--- config.mk ---
export PLATFORM = sky130hd
export DESIGN_NAME = clk_div_bank
export DESIGN_NICKNAME = d
export VERILOG_FILES = /design/src/rtl/clk_div_bank.sv
export SDC_FILE = /design/constraint.sdc
export NUM_CORES = 1
export LEC_CHECK = 0
export ABC_AREA = 1
export CAP_MARGIN = 20
export CORE_UTILIZATION = 48
export DETAILED_ROUTE_END_ITERATION = 10
export PLACE_DENSITY = 0.77
export SLEW_MARGIN = 20
export SYNTH_ARGS = -nofsm -noshare
export SYNTH_HDL_FRONTEND = slang
export SYNTH_SLANG_ARGS = --single-unit
--- constraint.sdc ---
create_clock -name sys_clk -period 5.7 [get_ports sys_clk]
set_input_delay 1.71 -clock sys_clk [delete_from_list [all_inputs] [get_ports sys_clk]]
set_output_delay 1.71 -clock sys_clk [all_outputs]
set_load 0.02 [all_outputs]
--- src/rtl/clk_div_bank.sv ---
// Multi-channel divided-clock / tick generator gated by a debounced PLL lock.
// All channels restart in phase on entry to RUN and on a resync request.
`timescale 1ns/1ps
module clk_div_bank #(
    parameter int unsigned CH        = 4,
    parameter int unsigned W         = 16,
    parameter int unsigned LOCK_WAIT = 1024
) (
    input  logic              sys_clk,
    input  logic              rst_n,
    input  logic              pll_locked,
    input  logic              resync,
    input  logic [CH*W-1:0]   div_val,
    output logic [CH-1:0]     div_clk,
    output logic [CH-1:0]     tick,
    output logic              ready,
    output logic              lock_lost
);

    localparam int unsigned SW = (LOCK_WAIT > 1) ? $clog2(LOCK_WAIT) : 1;
    localparam logic [SW-1:0] SETTLE_LAST = SW'(LOCK_WAIT - 1);

    typedef enum logic [1:0] {
        WAIT_LOCK,
        SETTLE,
        RUN
    } state_t;

    state_t        state, state_nx;
    logic [SW-1:0] settle_cnt, settle_nx;
    logic          lk_m, lk_s;
    logic          lost_nx;

    logic [W-1:0]  cnt     [CH];
    logic [W-1:0]  dact    [CH];
    logic [W-1:0]  cnt_nx  [CH];
    logic [W-1:0]  dact_nx [CH];
    logic [W-1:0]  half_nx [CH];
    logic [CH-1:0] clk_nx;
    logic [CH-1:0] tick_nx;

    always_comb begin
        state_nx  = state;
        settle_nx = settle_cnt;
        case (state)
            WAIT_LOCK: begin
                if (lk_s) begin
                    state_nx  = SETTLE;
                    settle_nx = '0;
                end
            end
            SETTLE: begin
                if (!lk_s) begin
                    state_nx  = WAIT_LOCK;
                    settle_nx = '0;
                end else if (settle_cnt == SETTLE_LAST) begin
                    state_nx  = RUN;
                    settle_nx = '0;
                end else begin
                    settle_nx = settle_cnt + SW'(1);
                end
            end
            RUN: begin
                if (!lk_s) begin
                    state_nx = WAIT_LOCK;
                end
            end
            default: begin
                state_nx  = WAIT_LOCK;
                settle_nx = '0;
            end
        endcase
        lost_nx = (state == RUN) && (state_nx == WAIT_LOCK);
    end

    // Outputs are decoded from next-state counter values so the registered
    // div_clk/tick line up with the registered cnt of the same cycle.
    always_comb begin
        clk_nx  = '0;
        tick_nx = '0;
        for (int unsigned c = 0; c < CH; c++) begin
            cnt_nx[c]  = '0;
            dact_nx[c] = '0;
            half_nx[c] = '0;
            if (state_nx == RUN) begin
                if ((state != RUN) || resync || (dact[c] == '0) ||
                    (cnt[c] == dact[c] - W'(1))) begin
                    dact_nx[c] = div_val[c*W +: W];
                    cnt_nx[c]  = '0;
                end else begin
                    dact_nx[c] = dact[c];
                    cnt_nx[c]  = cnt[c] + W'(1);
                end
                half_nx[c] = (dact_nx[c] >> 1) + W'(dact_nx[c][0]);
                if (dact_nx[c] != '0) begin
                    clk_nx[c]  = (cnt_nx[c] < half_nx[c]);
                    tick_nx[c] = (cnt_nx[c] == dact_nx[c] - W'(1));
                end
            end
        end
    end

    always_ff @(posedge sys_clk) begin
        if (!rst_n) begin
            lk_m       <= 1'b0;
            lk_s       <= 1'b0;
            state      <= WAIT_LOCK;
            settle_cnt <= '0;
            ready      <= 1'b0;
            lock_lost  <= 1'b0;
            div_clk    <= '0;
            tick       <= '0;
            for (int unsigned c = 0; c < CH; c++) begin
                cnt[c]  <= '0;
                dact[c] <= '0;
            end
        end else begin
            lk_m       <= pll_locked;
            lk_s       <= lk_m;
            state      <= state_nx;
            settle_cnt <= settle_nx;
            ready      <= (state_nx == RUN);
            lock_lost  <= lost_nx;
            div_clk    <= clk_nx;
            tick       <= tick_nx;
            for (int unsigned c = 0; c < CH; c++) begin
                cnt[c]  <= cnt_nx[c];
                dact[c] <= dact_nx[c];
            end
        end
    end

endmodule

==> metrics.md <==
| Metric | Value |
|---|---|
| FP Rows | `64` |
| Htree depth | `4` |
| Die Ht | `178 um` |
| Top Layer Used | `met4` |
| Static leakage | `0.00809 uW` |
| Via density per instance | `5.21` |
| Ys async rst share | `0%` |
| Post-Route WL | `39900 um` |
| Post-cts resize count | `0` |
| RSZ-0062 raised after global routing | `false` |
| CP required | `6.07 ns` |
| Register area share after synthesis | `20.4%` |
| Clock Power Share | `46.2%` |
| Slew @ Worst Pin | `0.846 ns` |
| CTS buffer count | `17` |
| Hold_sp | `lk_m` |
| DRT antenna net count | `0` |
| Yosys cell types | `54` |
| Clock latency on the worst-skew pair | `0.44 ns` |
| Worst Setup End Kind | `register` |
| Synthesized instance count | `2444` |
| HPWL after detailed placement | `31700 um` |
| CTS Hold Bufs | `0` |
| Post-CTS setup buffer count | `0` |
| Slew headroom | `43.6%` |
| Pin count of the biggest net entering global routing | `78` |
| Reg-to-reg critical path startpoint | `dact[3][0]` |
| Setup Crit Path Kind | `in -> reg` |
| Yosys warnings | `0` |
| Minimum clock period | `5.16 ns` |
| Crit-path cells | `clkdlybuf4s50_1, or2_2, a41oi_2, nand2_4, nand2_1, nand2_2, inv_1, ha_1, ha_1, inv_1, nor3_2, nand4_1, nor2_1, nand2_1, nor2_2, nand3_1, xor2_1, ha_1, nand2_1, nor2_1, a211oi_1, o211ai_1, a21oi_1` |
| Worst flop-to-flop path endpoint | `div_clk[3]` |
| Routed via count | `15300` |
| Gr ovfl total | `0` |
| Post-synth top flop | `dfxtp_1` |
| Final GP Congestion | `0.939` |
| Initial antenna violation count | `1` |
| Initial core utilization | `48.8%` |
| Fillers | `2981` |
| Core footprint | `0.0306 mm^2` |
| CTS root buf | `clkbuf_16` |
| First-pass GRT wire length | `67100 um` |
| Maxcap violations | `0` |
| Port-buffer cells | `77` |
| Final nets | `2671` |
| Cell Int Power | `1860 uW` |
| # diodes | `0` |
| Bufs on Longest Clock Path | `2` |
| Setup slack, reg-to-reg | `1.01 ns` |
| Final Max Tran Viols | `0` |
| Highest clock rate | `194 MHz` |
| CP top delay family | `simple AND/OR/NAND/NOR gates` |
| CP arrival | `5.54 ns` |
| Crit path launch type | `input pin` |
| DRT iter0 DRCs | `1241` |
| Register-to-Register Path Depth | `29` |
| Die X | `178 um` |
| Worst hold path type | `reg -> reg` |
| EDFF count, synth | `0` |
| Clock edge transition at the registers on the reported setup and hold paths | `0.07 ns` |
| Register bit total from synthesis | `152` |
| CTS sink cnt | `152` |
| Status | `completed` |
| Critical path buffers and inverters | `3` |
| DR DRC count | `0` |
| Met1 Routed Length | `17800 um` |
| Final Hold Fails | `0` |
| Net Switching | `727 uW` |
| I/O pins | `78` |
| Setup TNS | `0 ns` |
| Hold path depth | `2` |
| Worst path slowest cell | `or2_2` |
| Wire length on met3 | `2420 um` |
| Drt wl/cell | `13.6 um` |
| Die area | `0.0318 mm^2` |
| Pwr/cell area | `155 mW/mm^2` |
| Syn avg cell area | `6.10 um^2` |
| Met2 routed WL | `18700 um` |
| Area Overhead vs Synth | `11.8%` |
| Mapped cell area | `0.0149 mm^2` |
| Endpoints failing setup | `0` |
| Crit Path Max Fanout | `6` |
| WHS Endpoint | `lk_s` |
| Worst stage delay on the critical path | `0.41 ns` |
| Combinational share of power | `12.6%` |
| Hold WS | `0.435 ns` |
| CTS tree | `built` |
| Gr usage total | `25.9%` |
| Sequential power share | `41.1%` |
| Sw Ratio | `28.1%` |
| Share of cells above drive strength 1 | `9.39%` |
| Post-synth net total | `2594` |
| Vias in the first global route | `14700` |
| Clk_skew | `0.0120 ns` |
| Worst vdd ir | `0.000159 V` |
| DRT Pass-1 Iters | `6` |
| Fin crit share | `90.6%` |
-- power by group through the flow --
stage               Clock (uW)  Sequential, uW  Combinational (uW)
floorplan                    0            1090                 212
global route              1260            1060                 366
detailed placement           0            1090                 319
global placement             0            1090                 313
finish                    1190            1060                 326
CTS                       1210            1060                 322
-- final cells by class --
type	count	area (um^2)	share of cell area, %
Clock buffer	17	425	2.55
Clock inverter	15	179	1.07
Inverter	373	1400	8.40
Multi-Input combinational cell	1877	10200	61.1
Sequential cell	152	3040	18.3
Tap cell	396	495	2.97
Timing Repair Buffer	100	943	5.66
-- registers in the layout, indices dropped and copies added, names as in the netlist --
signal and cells:
cnt 64, dact 64, settle_cnt 10, div_clk 4, tick 4, state 2, lk_m 1, lk_s 1
lock_lost 1, ready 1
-- through the flow --
stage / cell area [um^2] / total power, uW / utilization [%] / instances / setup WS, ns
after global routing: 16700 / 2690 / 54.5 / 2930 / 0.234
after CTS: 16700 / 2600 / 54.5 / 2930 / 0.561
after global placement: 16100 / 1400 / 52.5 / 2898 / 0.154
after detailed placement: 16100 / 1410 / 52.5 / 2898 / 0.108
after floorplan: 14900 / 1300 / - / 2444 / 0.832
final: 16700 / 2580 / 54.5 / 2930 / 0.537
-- tightest hold or removal path, delay by kind of cell (launching register included) --
family | cells | cell delay (ns)
simple gates | 1 | 0.05
buf+inv | 1 | 0.05
flops | 1 | 0.31
-- cell usage in the layout, fill, tap and decap left out, types with 39 or more instances in the layout --
master,synthesis,layout
o21ai_0,48,48
xor2_1,102,102
nor3_1,40,40
ha_1,82,82
dfxtp_1,152,152
nand4_1,39,39
inv_1,350,350
nor2_1,373,373
nand2_1,647,646
nand3_1,195,195
xnor2_1,58,58
nand2_2,55,55
clkdlybuf4s50_1,0,77
-- how the worst max path moves through the flow --
stage           start    endpoint  slack, ns  cells after the start
3_5_place_dp   resync  div_clk[1]       0.11                     23
3_3_place_gp   resync  div_clk[0]       0.15                     23
4_1_cts        resync  div_clk[0]       0.56                     23
2_1_floorplan  resync  div_clk[0]       0.83                     23
6_report       resync  div_clk[0]       0.54                     23
5_1_grt        resync  div_clk[1]       0.23                     23
-- synthesized netlist by cell type, types with 3 or more instances --
cell | count | area, um^2
buf_2 | 9 | 45.0
nand2_2 | 55 | 344
xnor3_1 | 5 | 113
nand2_1 | 647 | 2430
nor2_2 | 35 | 219
and3_1 | 3 | 18.8
inv_2 | 17 | 63.8
nand2_4 | 14 | 158
nand3_1 | 195 | 976
nor3_2 | 10 | 100
o21ai_0 | 48 | 240
nand3b_1 | 25 | 188
nor3b_2 | 3 | 37.5
nand4_1 | 39 | 244
ha_1 | 82 | 1030
clkinv_1 | 6 | 22.5
a221oi_1 | 3 | 26.3
inv_1 | 350 | 1310
buf_6 | 10 | 113
nand3_2 | 6 | 60.1
xor2_1 | 102 | 893
clkbuf_1 | 16 | 60.1
a21o_1 | 3 | 22.5
o21bai_1 | 7 | 52.6
nor2_4 | 17 | 191
o21ai_2 | 9 | 78.8
nor3_1 | 40 | 200
a21oi_1 | 38 | 190
and2_1 | 3 | 18.8
dfxtp_1 | 152 | 3040
a211oi_1 | 7 | 52.6
nor4_1 | 11 | 68.8
o21ai_1 | 12 | 60.1
or2_2 | 8 | 50.1
nor2_1 | 373 | 1400
xnor2_1 | 58 | 508
-- cell families after synthesis --
kind of cell	synth area share (%)
compound gates	5.56
xor+xnor	10.2
fa+ha+maj	6.88
buf+inv	11.4
flops	20.4
simple gates	45.6
-- per-layer routing --
metal  GRT usage, %  vias to the layer above
met1           32.3                     6932
met4           8.51                        0
met5              0                        -
met3           3.77                       71
met2           45.3                      469
li1               -                     7789
(Power assumes the default switching activity.)
